===== src/rtl/dlsc_pcie_pktgen.sv =====
// Packet stream generator: accepts (len, seed) commands and emits len+1 pattern words with last on the final word.
// Latency: word 0 is presented the cycle after command acceptance; one word per cycle at full rate; one idle bubble between packets.
// Backpressure: ready low holds data/last stable with valid high; cmd_ready is low while a packet is being sent.
// Optional feature: define DLSC_PCIE_PKTGEN_LFSR_EN for a 32-bit Galois LFSR pattern instead of the incrementing pattern.
module dlsc_pcie_pktgen #(
  parameter int LENB = 8
) (
  input  logic            clk,
  input  logic            rst,
  output logic            cmd_ready,
  input  logic            cmd_valid,
  input  logic [LENB-1:0] cmd_len,
  input  logic [31:0]     cmd_seed,
  output logic            valid,
  input  logic            ready,
  output logic [31:0]     data,
  output logic            last,
  output logic            pkt_done,
  output logic [15:0]     pkt_count
);

  typedef enum logic {
    IDLE = 1'b0,
    SEND = 1'b1
  } state_t;

  state_t          state, state_nx;
  logic [LENB-1:0] len_r;
  logic [LENB-1:0] idx;
  logic            accept;
  logic            xfer;
  logic            xfer_last;
  logic [31:0]     seed_word;
  logic [31:0]     next_word;

`ifdef DLSC_PCIE_PKTGEN_LFSR_EN
  // An all-zero seed would lock the LFSR at zero, so it is forced to 1.
  assign seed_word = (cmd_seed == 32'd0) ? 32'd1 : cmd_seed;
  assign next_word = {1'b0, data[31:1]} ^ (data[0] ? 32'h80200003 : 32'h00000000);
`else
  assign seed_word = cmd_seed;
  assign next_word = data + 32'd1;
`endif

  // State register.
  always_ff @(posedge clk) begin
    if (rst) begin
      state <= IDLE;
    end else begin
      state <= state_nx;
    end
  end

  // Next-state and handshake outputs; valid/last come straight from registered state.
  always_comb begin
    state_nx  = state;
    cmd_ready = 1'b0;
    valid     = 1'b0;
    last      = 1'b0;
    accept    = 1'b0;
    xfer      = 1'b0;
    xfer_last = 1'b0;
    case (state)
      IDLE: begin
        cmd_ready = !rst;
        accept    = cmd_valid;
        if (cmd_valid) begin
          state_nx = SEND;
        end
      end
      SEND: begin
        valid     = 1'b1;
        last      = (idx == len_r);
        xfer      = ready;
        xfer_last = ready && (idx == len_r);
        if (xfer_last) begin
          state_nx = IDLE;
        end
      end
      default: state_nx = IDLE;
    endcase
  end

  // Datapath: latch command, advance pattern and index per transfer, count completed packets.
  always_ff @(posedge clk) begin
    if (rst) begin
      data      <= 32'd0;
      len_r     <= '0;
      idx       <= '0;
      pkt_done  <= 1'b0;
      pkt_count <= 16'd0;
    end else begin
      pkt_done <= xfer_last;
      if (accept) begin
        len_r <= cmd_len;
        data  <= seed_word;
        idx   <= '0;
      end else if (xfer) begin
        data <= next_word;
        idx  <= idx + 1'b1;
      end
      if (xfer_last) begin
        pkt_count <= pkt_count + 16'd1;
      end
    end
  end

endmodule

===== config.mk =====
export PLATFORM = sky130hd
export DESIGN_NAME = dlsc_pcie_pktgen
export DESIGN_NICKNAME = d
export VERILOG_FILES = /design/src/rtl/dlsc_pcie_pktgen.sv
export SDC_FILE = /design/constraint.sdc
export NUM_CORES = 1
export LEC_CHECK = 0
export ABC_AREA = 1
export BUFFER_PORTS_ARGS = -buffer_cell sky130_fd_sc_hd__buf_2
export CAP_MARGIN = 0
export CORE_MARGIN = 1.5
export CORE_UTILIZATION = 45
export CTS_CLUSTER_DIAMETER = 150
export DETAILED_ROUTE_END_ITERATION = 16
export GPL_TIMING_DRIVEN = 0
export PLACE_DENSITY = 0.69
export SLEW_MARGIN = 25
export SYNTH_ARGS = -nofsm -noshare
export SYNTH_HDL_FRONTEND = slang
export SYNTH_SLANG_ARGS = --single-unit
export TNS_END_PERCENT = 50

===== constraint.sdc =====
create_clock -name clk -period 2 [get_ports clk]
set_input_delay 0.2 -clock clk [delete_from_list [all_inputs] [get_ports clk]]
set_output_delay 0.2 -clock clk [all_outputs]
set_load 0.01 [all_outputs]

==> results.yml <==
floorplan:
  core_area_um2: 8763
  initial_core_util: 0.4650
  dieWidth_um: 98.16
  design.die.area_um2: 9635
  placementRows: 34
  pin_count: 96
  fp.dieH_um: 98.16
logic_synthesis:
  yosysTopAreaCell: "dfxtp_1"
  synth-edff-count: 0
  ys_types: 31
  avgSynthCellArea_um2: 5.906
  ys.flop_type: "dfxtp_1"
  yosysSeqAreaShare: 0.3242
  synth_top_cell_area_share: 0.3242
  ys_seq_elements: 66
  async_flop_share: 0
  ys_top_cells_by_area: "dfxtp_1 (32%), nand2_1 (20%), nor2_1 (11%)"
  synth_fp_nets: 737
  synthCells: 690
  syn_area_um2: 4075
  ys_warn_count: 0
routing:
  vias: 4912
  via_per_inst: 5.410
  post_drt_wl_per_cell_um: 14.53
  drt_drc_violations_left: 0
  ant_nets: 0
  wl_um: 13190
  drt_iter0_drc: 268
  dr.pass1.iters: 6
flow_run:
  drv_cap: 0
timing:
  max_freq_mhz: 562.8
  finalSetupTns_ns: 0
  maxSlewViolCount: 0
  tightestPinTransition_ns: 0.6056
  hold_ws_ns: 0.1186
  max_slew_margin: 0.5962
  final.period_utilization: 0.8885
  setup_viol: 0
  post-route-min-period_ns: 1.777
  hold_viol_final: 0
  rsz0062_at_grt: "false"
  clock-skew-final_ns: 0.01209
global_routing:
  track_usage: 0.2825
  overflow: 0
  antenna_found_initial: 0
  grt_pass1_wl_um: 22000
  grt_max_degree: 12
  grt_pass1_vias: 4589
clock_network:
  clkTransAtPathRegs_ns: 0.08
  cts_buffers: 9
  htree_levels: 3
  clk_latency_ns: 0.36
  cts_tree: "yes"
  root_buffer: "clkbuf_8"
  cts_num_sinks: 66
  clk_path_buf_depth: 2
  cts_hold_buf: 0
placed_design:
  hpwl_um: 9739
  portBuffers: 94
  gp_congestion: 0.9276
  dp.cells: 892
setup_path:
  cpMostUsedCell: "nand2_1"
  start_kind: "register"
  critPathKind: "register to primary output"
  cp.required_ns: 1.80
  arrival_ns: 1.58
  end_kind: "primary output"
  slowest_delay_ns: 0.38
  crit_path_top_delay_cell: "dfxtp_1"
  cp_max_fo: 4
  path_cells: "inv_1, nand2_1, nand2_1, nor2_1, nand2_1, nor3_1, buf_2"
finish:
  fin_nets: 842
  n_antenna_cell: 0
  fill_cells: 926
  final_cells: 908
  syn_to_final_growth_pct: 20.79
  drive_gt1_frac: 0.1688
  multi_input_area_um2: 2399
  most-common-layout-cells: "nand2_1 (213), nor2_1 (117), buf_2 (100), inv_1 (71), dfxtp_1 (66)"
  register_area_um2: 1321
  postLayoutCoreUtil: 0.5617
  final_common_cell: "nand2_1"
power_and_ir_drop:
  power_leakage_nw: 2.066
  vdd_ir_drop_max_uv: 413.8
  p_per_area_nw_per_um2: 675.1
hold_path:
  hold_path.class: "input port to register"
outcome:
  status: "finished, final reports clean"
sequential cells by signal, indices dropped and copies added (netlist names):
register   count
pkt_done       1
pkt_count     16
state          1
len_r          8
data          32
idx            8
repair_timing:
| item | CTS | global route |
|---|---|---|
| endpoints found under the setup margin | 0 | 5 |
| gates resized for setup | 0 | 8 |
| buffers inserted | 0 | 0 |
where the power goes:
group | switching, W | internal [W]
combinational | 0.000335 | 0.000199
sequential | 0.0000944 | 0.00139
clock | 0.000571 | 0.000738
layer usage:
metal	track usage	up-vias	part of all wire
met5	0	-	0
met4	0.1170	0	0.029
met3	0.04868	32	0.063
met2	0.4658	185	0.47
met1	0.3658	2267	0.43
li1	-	2428	-
critical path, delay by kind of cell (launching register included):
kind                   cells  cell delay (ns)
buffers and inverters      2             0.26
and+or+nand+nor            5             0.58
DFF                        1             0.38
path summary, 6_finish.rpt:
check | startpoint | to | slack (ns) | depth (start not counted)
max | idx[5] | last | 0.22 | 7
min | cmd_len[7] | len_r[7] | 0.12 | 3
max reg2reg | data[0] | data[22] | 0.22 | 10
min reg2reg | len_r[7] | len_r[7] | 0.47 | 2
metrics by stage:
| stage | area (um^2) | setup slack [ns] | power (W) |
|---|---|---|---|
| 2_1_floorplan | 4075 | 0.4578 | 0.001817 |
| 3_3_place_gp | 4681 | 0.1515 | 0.002024 |
| 3_5_place_dp | 4681 | 0.1211 | 0.002036 |
| 4_1_cts | 4901 | 0.09892 | 0.003315 |
| 5_1_grt | 4922 | 0.02939 | 0.003462 |
| 6_report | 4922 | 0.2230 | 0.003323 |
cells in the mapped netlist, types with 3 or more instances:
library cell,number
nor3_1,5
inv_1,71
a21oi_1,48
buf_2,6
a211oi_1,5
nand2_1,214
clkbuf_1,16
nor2_2,5
xor2_1,5
nand3_1,47
ha_1,3
dfxtp_1,66
o21ai_0,34
o22ai_1,5
nor2_1,120
nand4_1,16
o31ai_1,5
logic make-up (layout without fill, tap and decap cells):
group,after synthesis,in the layout,synth area share
and+or+nand+nor,416,416,0.4231
DFF,66,66,0.3242
adders and majority gates,3,3,0.009212
xor gates and xnor gates,6,6,0.01290
buffers and inverters,96,206,0.09211
AOI/OAI and AO/OA,103,103,0.1385
cell type report:
class                           instances  area share
Multi-Input combinational cell        528      0.4873
Sequential cell                        66      0.2684
Timing Repair Buffer                   94     0.09558
Inverter                               73     0.05567
Clock buffer                           12     0.02949
Tap cell                              108     0.02745
Buffer                                 23     0.02084
Clock inverter                          4     0.01525
(Power assumes the default switching activity.)
